--- src/rtl/note_envelope_mixer.sv ---
// note_envelope_mixer: per-voice linear attack/release envelopes, saturating mono mix, audio-out handshake.
// Optional overrun counter port enabled by NOTE_ENVELOPE_MIXER_OVERRUN_CNT_EN.
module note_envelope_mixer #(
  parameter int NUM_VOICES = 6,
  parameter int GAIN_W     = 8,
  parameter int RAMP_DIV   = 196,
  parameter int SAMPLE_DIV = 1042
) (
  input  logic                     CLOCK_50,
  input  logic                     reset,
  input  logic [NUM_VOICES-1:0]    voice_enable,
  input  logic [NUM_VOICES*32-1:0] voice_sample,
  input  logic                     audio_out_allowed,
  output logic [31:0]              left_channel_audio_out,
  output logic [31:0]              right_channel_audio_out,
  output logic                     write_audio_out
`ifdef NOTE_ENVELOPE_MIXER_OVERRUN_CNT_EN
  ,output logic [15:0]             overrun_count
`endif
);
  localparam int RW = $clog2(RAMP_DIV + 1);
  localparam int SW = $clog2(SAMPLE_DIV + 1);
  localparam int MW = 32 + $clog2(NUM_VOICES);
  localparam logic [GAIN_W-1:0] GMAX = '1;
  typedef enum logic [1:0] {IDLE, ATTACK, HOLD, RELEASE} env_t;
  env_t               state    [NUM_VOICES];
  env_t               state_nx [NUM_VOICES];
  logic [GAIN_W-1:0]  gain     [NUM_VOICES];
  logic [GAIN_W-1:0]  gain_nx  [NUM_VOICES];
  logic signed [31:0] prod     [NUM_VOICES];
  logic signed [31:0] prod_nx  [NUM_VOICES];
  logic [RW-1:0]      ramp_cnt;
  logic [SW-1:0]      sample_cnt;
  logic               ramp_tick, sample_tick, sample_tick_d, pending, take;
  logic [31:0]        held, sat;
  logic signed [MW-1:0] sum;
  assign ramp_tick   = ramp_cnt == RW'(RAMP_DIV - 1);
  assign sample_tick = sample_cnt == SW'(SAMPLE_DIV - 1);
  assign take        = pending & audio_out_allowed;
  always_comb begin
    for (int i = 0; i < NUM_VOICES; i++) begin
      state_nx[i] = state[i];
      gain_nx[i]  = gain[i];
      case (state[i])
        IDLE: state_nx[i] = voice_enable[i] ? ATTACK : IDLE;
        ATTACK:
          if (!voice_enable[i]) state_nx[i] = RELEASE;
          else begin
            gain_nx[i]  = (ramp_tick && gain[i] != GMAX) ? gain[i] + 1'b1 : gain[i];
            state_nx[i] = (gain_nx[i] == GMAX) ? HOLD : ATTACK;
          end
        HOLD: begin
          gain_nx[i]  = GMAX;
          state_nx[i] = voice_enable[i] ? HOLD : RELEASE;
        end
        RELEASE:
          if (voice_enable[i]) state_nx[i] = ATTACK;
          else begin
            gain_nx[i]  = (ramp_tick && gain[i] != '0) ? gain[i] - 1'b1 : gain[i];
            state_nx[i] = (gain_nx[i] == '0) ? IDLE : RELEASE;
          end
        default: state_nx[i] = IDLE;
      endcase
    end
  end
  // Zero-extended gain keeps the product signed; the slice is a floor shift by GAIN_W.
  always_comb begin
    logic signed [32+GAIN_W:0] m;
    m = '0;
    for (int i = 0; i < NUM_VOICES; i++) begin
      m          = $signed(voice_sample[32*i +: 32]) * $signed({1'b0, gain[i]});
      prod_nx[i] = 32'(m >>> GAIN_W);
    end
  end
  always_comb begin
    sum = '0;
    for (int i = 0; i < NUM_VOICES; i++) sum = sum + MW'(prod[i]);
    sat = (&sum[MW-1:31] | ~|sum[MW-1:31]) ? sum[31:0] : (sum[MW-1] ? 32'h8000_0000 : 32'h7FFF_FFFF);
  end
  always_ff @(posedge CLOCK_50 or negedge reset) begin
    if (!reset) begin
      for (int i = 0; i < NUM_VOICES; i++) begin
        state[i] <= IDLE;
        gain[i]  <= '0;
        prod[i]  <= '0;
      end
      ramp_cnt   <= '0;
      sample_cnt <= '0;
    end else begin
      for (int i = 0; i < NUM_VOICES; i++) begin
        state[i] <= state_nx[i];
        gain[i]  <= gain_nx[i];
        if (sample_tick) prod[i] <= prod_nx[i];
      end
      ramp_cnt   <= ramp_tick ? '0 : ramp_cnt + 1'b1;
      sample_cnt <= sample_tick ? '0 : sample_cnt + 1'b1;
    end
  end
  // A take and a new load on the same edge: old sample goes out, new one stays pending.
  always_ff @(posedge CLOCK_50 or negedge reset) begin
    if (!reset) begin
      sample_tick_d           <= 1'b0;
      held                    <= '0;
      pending                 <= 1'b0;
      write_audio_out         <= 1'b0;
      left_channel_audio_out  <= '0;
      right_channel_audio_out <= '0;
    end else begin
      sample_tick_d   <= sample_tick;
      pending         <= sample_tick_d | (pending & ~audio_out_allowed);
      write_audio_out <= take;
      if (sample_tick_d) held <= sat;
      if (take) begin
        left_channel_audio_out  <= held;
        right_channel_audio_out <= held;
      end
    end
  end
`ifdef NOTE_ENVELOPE_MIXER_OVERRUN_CNT_EN
  always_ff @(posedge CLOCK_50 or negedge reset) begin
    if (!reset) overrun_count <= '0;
    else if (sample_tick_d && pending && !audio_out_allowed && overrun_count != 16'hFFFF)
      overrun_count <= overrun_count + 1'b1;
  end
`endif
endmodule
--- config.mk ---
export PLATFORM = sky130hd
export DESIGN_NAME = note_envelope_mixer
export DESIGN_NICKNAME = d
export VERILOG_FILES = /design/src/rtl/note_envelope_mixer.sv
export SDC_FILE = /design/constraint.sdc
export NUM_CORES = 2
export LEC_CHECK = 0
export BUFFER_PORTS_ARGS = -buffer_cell sky130_fd_sc_hd__buf_2
export CORE_UTILIZATION = 53
export DETAILED_ROUTE_END_ITERATION = 10
export PLACE_DENSITY_LB_ADDON = 0.1
export SETUP_SLACK_MARGIN = 0.4
export SYNTH_ARGS = -nofsm -noshare
export SYNTH_HDL_FRONTEND = slang
export SYNTH_SLANG_ARGS = --single-unit
--- constraint.sdc ---
create_clock -name CLOCK_50 -period 11.13 [get_ports CLOCK_50]
set_clock_uncertainty 0.1 [all_clocks]
set_input_delay 0 -clock CLOCK_50 [delete_from_list [all_inputs] [get_ports CLOCK_50]]
set_output_delay 0 -clock CLOCK_50 [all_outputs]
set_load 0.01 [all_outputs]
# After elaboration in Yosys (flattened, before gate mapping)
# Cells that the tools add are included.
[word_totals]
register_bits = 338
in_bits = 201
out_inout_bits = 65
wordCells = 220
[op_classes]
n_addsub = 19
n_mul = 6
eq_ne = 44
muxes = 76
bitwise = 5
reduce_logical = 45
[op_table]
columns = ["cell", "count"]
rows = [
  ["32-bit by 9-bit multiplier with 40-bit output", 6],
  ["8-bit 2-to-1 mux", 25],
  ["8-bit case mux with 3 select lines", 6],
  ["35-bit by 32-bit adder with 35-bit output", 2],
  ["32-bit 2-to-1 mux", 2],
  ["8-bit by 1-bit adder with 8-bit output (second input constant)", 7],
  ["8-bit equality test (second input constant)", 7],
  ["8-bit zero test", 6],
  ["2-bit 2-to-1 mux", 24],
  ["8-bit != test (second input constant)", 6],
  ["2-bit case mux with 4 select lines", 6],
  ["8-bit nonzero test", 6],
  ["8-bit by 1-bit subtractor with 8-bit output (second input constant)", 6],
  ["34-bit by 32-bit adder with 35-bit output", 1],
  ["33-bit by 32-bit adder with 34-bit output", 1],
  ["32-bit by 32-bit adder with 33-bit output", 1],
  ["2-bit equality test (second input constant)", 12],
  ["2-bit != test (second input constant)", 12],
  ["3-bit AND reduction", 6],
  ["3-bit nonzero test", 6],
  ["2-bit by 1-bit equality test with 1-bit output (second input constant)", 6],
  ["1-bit logical AND", 12],
  ["2-bit zero test", 6],
  ["1-bit 2-to-1 mux", 12],
  ["9 further kinds", 11],
]

# Logic depth before layout (Yosys ltp)
[depth]
ltp_word = 9
ltp_mapped = 23
mapped_depth_nobuf = 20

# Worst setup path after synthesis
# Ideal clock, no wire load.
[synth_path]
path_type = "register to register"
from = "register gain[18] (netlist bit)"
to = "register prod[94] (netlist bit)"
setup_ps = 76
t_arrival_ps = 5646
required_ps = 10954
setup_slack_ps = 5308
path_stages_with_launch = 24
path_buffers = 4
synth_period_minus_slack_ps = 5822
path_cell_list = "dfrtp_1 clkbuf_1 clkbuf_1 clkbuf_1 nand2_1 fa_1 inv_1 fa_1 fa_1 inv_1 fa_1 inv_1 ha_1 clkbuf_1 and3_1 a211oi_1 o21ai_0 o2111ai_1 a21boi_1 o2111a_1 o21bai_1 a2111o_1 o31a_1 o21ai_1"
[synth_via]
elab_chain_cells = 1
[synth_lines]
columns = ["element", "line_no", "source"]
rows = [
  ["from (decl)", "28", "logic [GAIN_W-1:0] gain [NUM_VOICES];"],
  ["from (signal, indexed assignment)", "92", "gain[i] <= gain_nx[i];"],
  ["32-bit by 9-bit multiplier with 40-bit output", "71", "m = $signed(voice_sample[32*i +: 32]) * $signed({1'b0, gain[i]});"],
  ["to (signal, indexed assignment)", "93", "if (sample_tick) prod[i] <= prod_nx[i];"],
  ["to (decl)", "30", "logic signed [31:0] prod [NUM_VOICES];"],
]
# No other way between the ends.
# A chain may end at the register's enable or synchronous reset.

# Final worst setup path
[layout_path]
from = "register gain[26] (netlist bit)"
to = "register prod[121] (netlist bit)"
# Same word-level chain as after synthesis.

==> impl_metrics.py <==
metrics = {
    "outcome": {
        "result_of_the_run": "completed",
    },
    "floorplan": {
        "io_pins": 266,
        "placeableCoreArea_um2": 132000,
        "die_width_um": 367,
        "std_cell_rows": 133,
        "fp.dieArea_um2": 135000,
        "die_height_um": 367,
        "floorplan.initialDensity": 0.536,
    },
    "route": {
        "met2_length_um": 87400,
        "detail_route.iter0.violations": 3528,
        "drt_drc_violations_left": 0,
        "met1Wirelength_um": 81200,
        "vias": 52893,
        "antenna_violating_nets_post_route": 0,
        "routed-wl-met3_um": 8260,
        "route.top_layer_used": "met5",
        "drt_pre_antenna_iters": 6,
        "route.final.wire_length_um": 182000,
        "routed_wire_length_per_instance_um": 18.3,
        "routed_via_density": 5.33,
    },
    "global_routing": {
        "grt_antenna_before_repair": 12,
        "grt_pass1_wl_um": 302000,
        "groute.usage.overall": 0.280,
        "grt.overflow.total": 0,
        "grt_start_max_net_pins": 154,
        "first_global_vias": 55768,
    },
    "yosys": {
        "ys_dominant_reg_cell": "dfrtp_1",
        "ys_top_cells_by_count": "1796 x inv_1, 1300 x fa_1, 1037 x nand2_1",
        "syn_avg_cell_area_um2": 8.76,
        "post-synth-top-count-cell": "inv_1",
        "proportion_of_netlist_area_held_by_the_largest_area_contributor": 0.368,
        "synth-edff-count": 0,
        "synth.yosys.seq_area_share": 0.120,
        "netlist_cell_types": 98,
        "yosysTopAreaCell": "fa_1",
        "ys_ff_latch": 338,
        "ys_warn_count": 0,
        "syn_inst": 8074,
        "syn-num-nets": 10091,
        "synth_area_leaders": "fa_1 37%, dfrtp_1 12%, inv_1 9.5%, ha_1 9.1%, and2_1 8.0%",
        "postSynth.asyncResetShare": 1.00,
        "synthesis.area_um2": 70700,
    },
    "clock_network": {
        "clk_pin_slew_ps": 60,
        "cts_hold_buffers": 12,
        "h-tree-depth": 2,
        "post_cts_resized": 0,
        "postCtsSetupRepairBufs": 0,
        "ctsLongestPathBuffers": 3,
        "tritoncts_clock_tree": "built",
        "clock_sinks": 338,
        "clock-root-buffer": "clkbuf_16",
        "clk_latency_ps": 630,
        "numCtsBuffers": 45,
    },
    "setup_path": {
        "worstPathRequired_ps": 11500,
        "criticalPathCategory": "reg2reg",
        "critical_path.startpoint_type": "register",
        "timing.critical_path.fanout_max": 23,
        "worstPathArrival_ps": 6750,
        "worstSetupEndpointType": "register",
    },
    "place": {
        "dpl_cell_area_um2": 73300,
        "dp.final_hpwl_um": 148000,
        "gp_congestion": 0.918,
        "pre_cts_ws_ps": 4770,
        "placement.io_buffers": 265,
    },
    "sta": {
        "layout_setup_ws_ps": 4750,
        "timing.final.crit_share": 0.573,
        "setup_viol": 0,
        "slew_headroom": 0.341,
        "timing.hold.ws_ps": 39.9,
        "rsz_0062_raised_after_global_routing": "no",
        "final_period_demand_of_the_worst_path_ps": 6380,
        "finalMaxSlewViolations": 0,
        "final_hold_viol_count": 0,
        "totalNegativeSetupSlack_ps": 0,
        "worst_pin_slew_ps": 989,
        "timing.fmax_mhz": 157,
    },
    "cells_and_area": {
        "drive_above_1_share": 0.0601,
        "final_design_area_no_fill_um2": 75100,
        "design.final.nets": 10144,
        "synthToLayoutAreaGrowth_pct": 6.15,
    },
    "run": {
        "max_cap_violations": 0,
    },
    "worst_hold_path": {
        "timing.hold.worst.class": "in2reg",
    },
}
-- worst paths after layout --
check,from,endpoint,slack [ps],cells past startpoint
max in group asynchronous,reset,prod[164]$_DFFE_PN0P_,8740,5
min,audio_out_allowed,write_audio_out$_DFF_PN0_,40,4
max,gain[26]$_DFFE_PN0P_,prod[121]$_DFFE_PN0P_,4750,19
min in group asynchronous,reset,state[5]$_DFF_PN0_,460,4
max reg2reg,gain[26]$_DFFE_PN0P_,prod[121]$_DFFE_PN0P_,4750,19
min reg2reg,pending$_DFF_PN0_,pending$_DFF_PN0_,380,1
-- sequential cells by signal (all words and copies together) (netlist names) --
signal	count
pending	1
sample_cnt	11
ramp_cnt	8
write_audio_out	1
sample_tick_d	1
gain	48
state	12
held	32
prod	192
right_channel_audio_out	32
-- stage by stage --
stage               utilization  cells
floorplan                     -   8074
detailed placement        0.556   9823
global route              0.569   9916
global placement          0.556   9823
finish                    0.569   9919
CTS                       0.569   9914
-- layout by cell type, fill, tap and decap left out, types with 45 or more instances in the layout --
master     Yosys  routed
a21o_1       128     128
a21oi_1      224     224
and2_1       909     909
buf_2          9     264
buf_4         35      61
clkbuf_16      0      46
dfrtp_1      338     337
fa_1        1300    1300
ha_1         516     516
inv_1       1796    1796
nand2_1     1037    1037
nand3_1       72      72
nor2_1       179     178
nor3_1        53      53
o21ai_0      332     332
o22ai_1       45      45
xnor2_1      156     156
xor2_1       112     112
-- cell type report --
cell class / instances / area, µm²
inverters: 1796 / 6740
diodes: 5 / 12.5
clock buffers: 57 / 1270
multi-input cells: 5607 / 54100
clock inverters: 22 / 314
well taps: 1755 / 2200
fillers: 12131 / 56900
flip-flops and latches: 338 / 8460
repair buffers: 339 / 1950
-- logic make-up (layout without fill, tap and decap cells) --
logic type	Yosys count	count (layout)	synth area share
AO/OA/AOI/OAI	1022	1022	0.0918
adder cells (fa/ha/maj)	1816	1816	0.459
multiplexers	38	38	0.00596
other	0	5	0
buffers and inverters	2129	2214	0.115
flip-flops	338	338	0.120
AND/OR/NAND/NOR	2463	2463	0.175
XOR/XNOR	268	268	0.0332
-- layer usage --
metal,track usage,vias to the layer above
met5,0,-
met4,0.0728,14
met3,0.0301,219
met2,0.467,1148
met1,0.390,26852
li1,-,24660
-- critical path: stages, from the launching register on --
cell and delay [ps]:
dfrtp_1 790, buf_4 410, nand2_1 120, fa_1 490, inv_1 50, fa_1 490, inv_1 50, fa_1 530
inv_1 50, fa_1 440, ha_1 200, nor3_1 120, o21ai_1 130, a41oi_1 630, o31ai_1 310, a311o_1 410
a31o_2 290, a311oi_1 330, xor2_1 160, o21ai_0 90
Power is not shown: default switching activity piles up to over one toggle a cycle in this logic, so the estimate is an artifact.
